**config.mk**
```make
export PLATFORM = sky130hd
export DESIGN_NAME = stp_reg_flat
export DESIGN_NICKNAME = d
export VERILOG_FILES = /design/src/rtl/stp_reg_if.sv /design/src/rtl/stp_reg.sv /design/src/flat_wrapper.sv
export SDC_FILE = /design/constraint.sdc
export NUM_CORES = 1
export LEC_CHECK = 0
export ABC_AREA = 1
export BUFFER_PORTS_ARGS = -buffer_cell sky130_fd_sc_hd__buf_2
export CAP_MARGIN = 5
export CORE_MARGIN = 2
export CORE_UTILIZATION = 30
export CTS_CLUSTER_DIAMETER = 200
export DETAILED_ROUTE_END_ITERATION = 10
export PLACE_DENSITY = 0.57
export SETUP_SLACK_MARGIN = 0.3
export SYNTH_ARGS = -nofsm -noshare
export SYNTH_HDL_FRONTEND = slang
export SYNTH_SLANG_ARGS = --single-unit
```
**constraint.sdc**
```tcl
create_clock -name clk -period 1.8 [get_ports clk]
set_clock_uncertainty 0.05 [all_clocks]
set_input_delay 0.09 -clock clk [delete_from_list [all_inputs] [get_ports clk]]
set_output_delay 0.09 -clock clk [all_outputs]
set_load 0.02 [all_outputs]
```
**src/rtl/stp_reg_if.sv**
```systemverilog
// Link-side bundle for the serial-to-parallel receive register:
// serial frame input plus the parallel valid/ready output and status pulses.
interface stp_reg_if #(
  parameter int unsigned WIDTH = 32
);
  logic             start;
  logic             in;
  logic             ready;
  logic [WIDTH-1:0] data;
  logic             valid;
  logic             busy;
  logic             frame_err;
  logic             overrun;

  modport master (
    output start, in, ready,
    input  data, valid, busy, frame_err, overrun
  );

  modport slave (
    input  start, in, ready,
    output data, valid, busy, frame_err, overrun
  );
endinterface

```
**src/rtl/stp_reg.sv**
```systemverilog
// SerDes RX serial-to-parallel register: shifts in MSB-first framed words and
// hands each completed word downstream through a one-deep valid/ready holding register.
module stp_reg #(
  parameter int unsigned WIDTH = 32
) (
  input logic     clk,
  input logic     rst_n,
  stp_reg_if.slave bus
);

  localparam int unsigned CW = (WIDTH > 2) ? $clog2(WIDTH) : 1;

  typedef enum logic {
    IDLE  = 1'b0,
    SHIFT = 1'b1
  } state_t;

  state_t           state_q, state_d;
  logic [CW-1:0]    cnt_q, cnt_d;
  logic [WIDTH-2:0] sr_q, sr_d;
  logic [WIDTH-1:0] data_q, data_d;
  logic             valid_q, valid_d;
  logic             busy_q, busy_d;
  logic             frame_err_q, frame_err_d;
  logic             overrun_q, overrun_d;

  logic             last_bit_c;
  logic             complete_c;
  logic [WIDTH-1:0] word_c;

  // The top bit of a word never needs storing: it leaves the window on the completion edge.
  assign last_bit_c = (cnt_q == CW'(WIDTH - 1));
  assign word_c     = {sr_q, bus.in};

  // Frame sequencing, word delivery and status pulses.
  always_comb begin
    state_d     = state_q;
    cnt_d       = cnt_q;
    sr_d        = sr_q;
    data_d      = data_q;
    valid_d     = valid_q;
    frame_err_d = 1'b0;
    overrun_d   = 1'b0;
    complete_c  = 1'b0;

    case (state_q)
      IDLE: begin
        if (bus.start) begin
          state_d = SHIFT;
          cnt_d   = '0;
        end
      end
      SHIFT: begin
        if (bus.start && !last_bit_c) begin
          // Early start abandons the partial word; this cycle's bit is not sampled.
          cnt_d       = '0;
          frame_err_d = 1'b1;
        end else begin
          sr_d  = word_c[WIDTH-2:0];
          cnt_d = cnt_q + CW'(1);
          if (last_bit_c) begin
            complete_c = 1'b1;
            cnt_d      = '0;
            state_d    = bus.start ? SHIFT : IDLE;
          end
        end
      end
      default: begin
        state_d = IDLE;
        cnt_d   = '0;
      end
    endcase

    // A full holding register only takes a new word if it is being consumed on this edge.
    if (complete_c) begin
      if (!valid_q || bus.ready) begin
        data_d  = word_c;
        valid_d = 1'b1;
      end else begin
        overrun_d = 1'b1;
      end
    end else if (valid_q && bus.ready) begin
      valid_d = 1'b0;
    end

    busy_d = (state_d == SHIFT);
  end

  always_ff @(posedge clk) begin
    if (!rst_n) begin
      state_q     <= IDLE;
      cnt_q       <= '0;
      sr_q        <= '0;
      data_q      <= '0;
      valid_q     <= 1'b0;
      busy_q      <= 1'b0;
      frame_err_q <= 1'b0;
      overrun_q   <= 1'b0;
    end else begin
      state_q     <= state_d;
      cnt_q       <= cnt_d;
      sr_q        <= sr_d;
      data_q      <= data_d;
      valid_q     <= valid_d;
      busy_q      <= busy_d;
      frame_err_q <= frame_err_d;
      overrun_q   <= overrun_d;
    end
  end

  assign bus.data      = data_q;
  assign bus.valid     = valid_q;
  assign bus.busy      = busy_q;
  assign bus.frame_err = frame_err_q;
  assign bus.overrun   = overrun_q;

endmodule

```
**src/flat_wrapper.sv**
```systemverilog
// flat-port wrapper written by rule: the top's interface ports become plain ports
module stp_reg_flat 
#(
  parameter int unsigned WIDTH = 32
)
  (clk, rst_n, bus_start, bus_in, bus_ready, bus_data, bus_valid, bus_busy, bus_frame_err, bus_overrun);
  stp_reg_if #(.WIDTH(WIDTH)) bus_i ();
  input logic clk;
  input logic rst_n;
  input wire logic [$bits(bus_i.start)-1:0] bus_start;
  input wire logic [$bits(bus_i.in)-1:0] bus_in;
  input wire logic [$bits(bus_i.ready)-1:0] bus_ready;
  output wire logic [$bits(bus_i.data)-1:0] bus_data;
  output wire logic [$bits(bus_i.valid)-1:0] bus_valid;
  output wire logic [$bits(bus_i.busy)-1:0] bus_busy;
  output wire logic [$bits(bus_i.frame_err)-1:0] bus_frame_err;
  output wire logic [$bits(bus_i.overrun)-1:0] bus_overrun;
  assign bus_i.start = bus_start;
  assign bus_i.in = bus_in;
  assign bus_i.ready = bus_ready;
  assign bus_data = bus_i.data;
  assign bus_valid = bus_i.valid;
  assign bus_busy = bus_i.busy;
  assign bus_frame_err = bus_i.frame_err;
  assign bus_overrun = bus_i.overrun;
  stp_reg #(.WIDTH(WIDTH)) u_core (.clk(clk), .rst_n(rst_n), .bus(bus_i));
endmodule
```
==> impl_metrics.toml, run 1 <==
[synth]
netlist_area_sq_mm = 0.002805
synth_warnings = 0
synth_common_cells = "dfxtp_1, nor2_1, nand2_1"
syn-num-nets = 369
synth.distinct_cells = 24
ys_ff_latch = 72
synth_area_leaders = "dfxtp_1, nor2_1, nand4_1, a21oi_1, nand2_1"
synthFlopType = "dfxtp_1"
synth_top_area_share_pct = 51.38
synth.most_common_cell = "dfxtp_1"
async_flop_share_pct = 0
synth_cells = 361
synth-seq-area-share_pct = 51.38
synth_edf_count = 0
synth.avg_cell_area_sq_um = 7.771
synth_top_area_cell = "dfxtp_1"

[floorplan]
dieArea_sq_mm = 0.01014
start_util_pct = 30.65
pin_count = 41
rows = 35
core-area_sq_mm = 0.009153
die_w_um = 100.7
die_y_um = 100.7

[grt]
grt_usage_pct = 12.85
grt_pass1_vias = 2309
antenna_found_initial = 0
grt_overflow = 0
grt_pass1_wl_um = 10360
grt_max_degree = 63

[setup_path]
cpLargestDelayFamily = "simple AND/OR/NAND/NOR gates"
cpMaxStageDelayCell = "dfxtp_2"
cp.required_ns = 2.03
arrival_ns = 1.92
critPathCaptureType = "flop"
critPathBufInv = 2
cpMostUsedCell = "nor2_4"
critPathMaxFanout = 6
critical_path_class = "flop to flop"
slowest_delay_ns = 0.36
cp_cell_sequence = "ha_4 -> nand2_4 -> nor2_4 -> ha_2 -> nand3_4 -> nor2_4 -> buf_6 -> buf_12 -> nor2_2 -> nor2_1"
start_kind = "flop"

[cts]
clockRootBuffer = "clkbuf_8"
clk_latency_ns = 0.35
clk_path_buf_depth = 2
clkSinkCount = 72
numCtsBuffers = 9
clkTransAtPathRegs_ns = 0.08
cts_tree = "built"
h-tree-depth = 3

[pwr]
powerDensity_mw_per_mm2 = 858.6
ir_worst_vdd_uv = 424.0
power_leakage_nw = 1.597

[cells_and_area]
instances_no_fill = 526
multi_input_area_sq_mm = 0.001211
post-route-util_pct = 40.72
diodes = 0
seqCellArea_sq_mm = 0.001444
nNetsFinal = 418
syn_to_final_growth_pct = 32.87
fillCellCount = 942
drive_above_1_share_pct = 26.27

[sta]
final-max-slew-violation-count = 0
timing_hold_violations_final = 0
setup_viol = 0
period_share_pct = 93.79
fmax_ghz = 0.5923
tns_ns = 0
fin_crit_ns = 1.688
rsz0062_at_grt = "true"
tightestPinTransition_ns = 0.4529
max_slew_margin_pct = 69.70

[drt]
drcViolationCount = 0
postRouteAntennaNets = 0
routed_wl_um = 6775
drtIter0Drc = 146
drt-pass1-iter-count = 4
wire_per_inst_um = 12.88
drt-vias-per-instance = 4.702
vias = 2473

[place]
dpl.hpwl_um = 3756
dp_cells = 495
gp_congestion = 0.7222
place.port_buffers = 40

[job]
drv_cap = 0

[run_status]
outcome = "finished, final reports clean"

[min_path]
hold_path.class = "primary input to flop"
## state kept, by name, indices dropped and copies added (netlist names)
signal / cells
u_core.cnt_q: 5
u_core.bus.frame_err: 1
u_core.sr_q: 31
u_core.state_q: 1
u_core.bus.valid: 1
u_core.bus.overrun: 1
u_core.bus.data: 32
## through the flow
step	setup WS (ns)	hold WS [ns]	cell area, sq um	total power [mW]
final	0.1118	0.01875	3727	3.200
after detailed placement	0.06678	0.3792	3162	1.890
after global routing	0.02570	0.04070	3727	3.335
after global placement	0.1406	0.3807	3162	1.886
after CTS	0.1435	0.01894	3531	3.199
after floorplan	0.2075	0.1966	2853	1.842
## worst register-to-register path, cell delays in order (launching register included)
cell	delay, ns
dfxtp_2	0.36
ha_4	0.15
nand2_4	0.05
nor2_4	0.12
ha_2	0.25
nand3_4	0.10
nor2_4	0.13
buf_6	0.15
buf_12	0.12
nor2_2	0.04
nor2_1	0.10
## path summary, 6_finish.rpt
check                                                   from                                to  slack (ns)  cells after the start
worst min register to register  u_core.sr_q[30]$_SDFFE_PN0P_      u_core.sr_q[30]$_SDFFE_PN0P_        0.41                      2
worst min-delay path                                  bus_in       u_core.sr_q[0]$_SDFFE_PN0P_        0.02                      3
worst max-delay path            u_core.cnt_q[0]$_SDFFE_PN0P_  u_core.bus.data[14]$_SDFFE_PN0P_        0.11                     10
worst max register to register  u_core.cnt_q[0]$_SDFFE_PN0P_  u_core.bus.data[14]$_SDFFE_PN0P_        0.11                     10
## cells in the final DEF (no fill, tap or decap), types with 2 or more instances in the layout
cell	Yosys	layout
a21oi_1	36	34
a21oi_2	0	2
buf_12	0	6
buf_16	0	2
buf_2	5	40
buf_4	9	7
buf_6	0	5
clkbuf_16	0	3
clkbuf_8	0	11
clkinv_2	0	2
clkinvlp_4	0	2
dfxtp_1	72	70
dfxtp_2	0	2
ha_4	0	2
inv_1	39	38
nand2_1	40	36
nand2_4	0	4
nand4_1	32	32
nor2_1	69	58
nor2_2	0	5
nor2_4	1	7
nor3_1	3	2
o21ai_0	26	17
o21ai_1	5	14
## what timing repair did
action / 4_1_cts / 5_1_grt
buffers inserted: 6 / 2
endpoints found under the setup margin: 68 / 70
gates cloned: 3 / 4
hold buffers: 0 / 0
gates resized for setup: 18 / 28
pin swaps: 6 / 5
## kinds of logic after synthesis
logic type      Yosys count  synth area share (%)
simple gates            149                 23.64
flops                    72                 51.38
compound gates           70                 13.07
buf+inv                  66                 10.26
fa+ha+maj                 3                 1.338
xor+xnor                  1                0.3123
## report_power, final
group	switching, mW	leakage, nW	total, mW	internal, mW
logic	0.141	0.910	0.232	0.0912
clock network	0.594	0.101	1.30	0.710
registers	0.0241	0.586	1.66	1.64
total	0.759	1.60	3.20	2.44
## cell type report
type                    count  area share [%]
flip-flops and latches     72           38.74
multi-input cells         223           32.49
repair buffers             64           15.41
inverters                  40           4.095
clock buffers              11           4.062
well taps                 111           3.726
clock inverters             5           1.477
## per-layer routing
| layer | wire (um) | global-route usage [%] |
|---|---|---|
| met5 | 0 | 0 |
| met1 | 3367 | 16.77 |
| met2 | 3055 | 19.85 |
| met3 | 222 | 2.635 |
| met4 | 129 | 6.955 |
(Power assumes the default switching activity.)
==> inputs of run 2 (changes only) <==
ABC_AREA = unset   (was 1)
==> impl_metrics.toml, run 2 <==
[run_status]
outcome = "finished, violations left"
violations = "negative setup slack"

[min_path]
min-delay-start = "bus_start"
hold_path.class = "primary input to flop"

[grt]
grt_overflow = 0
grt_max_degree = 47
grt_pass1_wl_um = 11190
grt_usage_pct = 13.81
antenna_found_initial = 0
grt_pass1_vias = 2262

[synth]
synth_top_area_share_pct = 50.13
synth-seq-area-share_pct = 50.13
synthSimpleGateAreaFrac_pct = 17.84
synth_warnings = 0
async_flop_share_pct = 0
synth_top_area_cell = "dfxtp_1"
synth.most_common_cell = "dfxtp_1"
muxShareOfSynthArea_pct = 11.49
synth_cells = 326
synth.distinct_cells = 26
synth.avg_cell_area_sq_um = 8.820
synth_top_family_by_area = "simple AND/OR/NAND/NOR gates"
synthXorXnorAreaFrac_pct = 0
synth-adder-area-share_pct = 1.305
synth_area_leaders = "dfxtp_1, mux2i_1, nand2_1, a21oi_1, nand3_1"
ys_ff_latch = 72
synth_compound_area_share_pct = 12.79
syn-num-nets = 334
synthFlopType = "dfxtp_1"
synth_edf_count = 0
synth_common_cells = "dfxtp_1, nand2_1, a21oi_1"
netlist_area_sq_mm = 0.002875

[sta]
fin_crit_ns = 1.815
setup_viol = 1
tns_ns = -0.01528
timing_hold_violations_final = 0
max_slew_margin_pct = 52.19
whs_ns = 0.03502
layout_setup_ws_ns = -0.01528
period_share_pct = 100.8
tightestPinTransition_ns = 0.7160
rsz0062_at_grt = "true"
fmax_ghz = 0.5509
final-max-slew-violation-count = 0

[floorplan]
start_util_pct = 30.97
die_y_um = 101.9
die_w_um = 101.9
pin_count = 41
dieArea_sq_mm = 0.01038
core-area_sq_mm = 0.009284
rows = 35

[setup_path]
cp.required_ns = 1.96
crit-reg2reg-capture = "u_core.cnt_q[1]$_SDFFE_PN0P_"
critical_path_class = "flop to flop"
r2r_setup_slack_ns = -0.02
r2r-start = "u_core.cnt_q[0]$_SDFFE_PN0P_"
crit_end = "u_core.cnt_q[1]$_SDFFE_PN0P_"
crit_start = "u_core.cnt_q[0]$_SDFFE_PN0P_"
start_kind = "flop"
r2r_cells = 9
arrival_ns = 1.97
critPathCaptureType = "flop"
critPathMaxFanout = 8

[cts]
clk_latency_ns = 0.35
clkSinkCount = 72
h-tree-depth = 3
numCtsBuffers = 9
clkTransAtPathRegs_ns = 0.07
clockRootBuffer = "clkbuf_8"
cts_tree = "built"
clk_path_buf_depth = 2

[cells_and_area]
largest_reg_flops = 32
nNetsFinal = 385
instances_no_fill = 510
syn_to_final_growth_pct = 33.64
mostFrequentLayoutCells = "dfxtp_1, nand2_1, buf_2"
diodes = 0
drive_above_1_share_pct = 28.87
final_common_cell = "dfxtp_1"

[place]
gp_congestion = 0.6980
dpl.hpwl_um = 3860
place.port_buffers = 40
dp_cells = 478

[pwr]
powerDensity_mw_per_mm2 = 792.5
total_power_mw = 3.045
power_leakage_nw = 1.356
ir_worst_vdd_uv = 384.9

[drt]
drt-vias-per-instance = 4.759
vias = 2427
drtIter0Drc = 138
wire_per_inst_um = 13.71
routed_wl_um = 6992
postRouteAntennaNets = 0
drcViolationCount = 0
drt-pass1-iter-count = 4

[job]
drv_cap = 0
run 2: where the power goes:
part	switching [mW]	internal, mW
Clock	0.577	0.669
Sequential	0.00788	1.59
Combinational	0.124	0.0718
Total	0.709	2.34
run 2: area by class of cell:
type | count | area, sq um
sequential | 72 | 1450
fill | 940 | 5441
clock inverter | 3 | 42.54
timing repair buffer | 68 | 651.9
inverter | 3 | 11.26
multi-input combinational | 223 | 1380
tap | 129 | 161.4
clock buffer | 12 | 145.1
run 2: stage by stage:
stage	setup slack, ns	cell area, sq um	utilization [%]
2_1_floorplan	0.02346	2925	-
3_3_place_gp	0.09822	3223	34.72
3_5_place_dp	0.02650	3223	34.72
4_1_cts	0.04018	3643	39.25
5_1_grt	-0.06243	3842	41.39
6_report	-0.01528	3842	41.39
run 2: worst min path at each step:
stage,endpoint,slack [ns],cells after the start
after floorplan,u_core.state_q$_SDFF_PN0_,0.16,2
after global placement,u_core.bus.data[0]$_SDFFE_PN0P_,0.31,3
after detailed placement,u_core.bus.data[0]$_SDFFE_PN0P_,0.32,3
after CTS,u_core.state_q$_SDFF_PN0_,0.02,3
after global routing,u_core.state_q$_SDFF_PN0_,0.06,3
final,u_core.state_q$_SDFF_PN0_,0.04,3
run 2: routing by layer:
layer / share of wire (%) / track usage (%)
met2: 46 / 21.10
met1: 48 / 18.47
met5: 0 / 0
met4: 2.1 / 6.769
met3: 4.3 / 3.078
run 2: cells by family (layout without fill, tap and decap cells):
logic type | after synthesis | in the layout
AO/OA/AOI/OAI | 72 | 72
adder cells (fa/ha/maj) | 3 | 3
buffers and inverters | 31 | 86
flip-flops | 72 | 72
multiplexers | 33 | 33
AND/OR/NAND/NOR | 115 | 115
run 2: worst max-delay path, cell delays in order (launching register included):
cell and delay [ns]:
dfxtp_4 0.36, ha_4 0.16, and3_4 0.18, ha_4 0.15
nand2b_4 0.13, buf_4 0.14, buf_12 0.14, buf_8 0.14
a32oi_2 0.17, nor2_1 0.06
run 2: timing repair:
item / 4_1_cts / 5_1_grt
gates cloned: 4 / 4
setup buffers: 6 / 2
resized for setup: 16 / 35
hold endpoints to repair: 2 / 0
endpoints found under the setup margin: 68 / 72
pin swaps: 2 / 3
hold buffers: 1 / 0
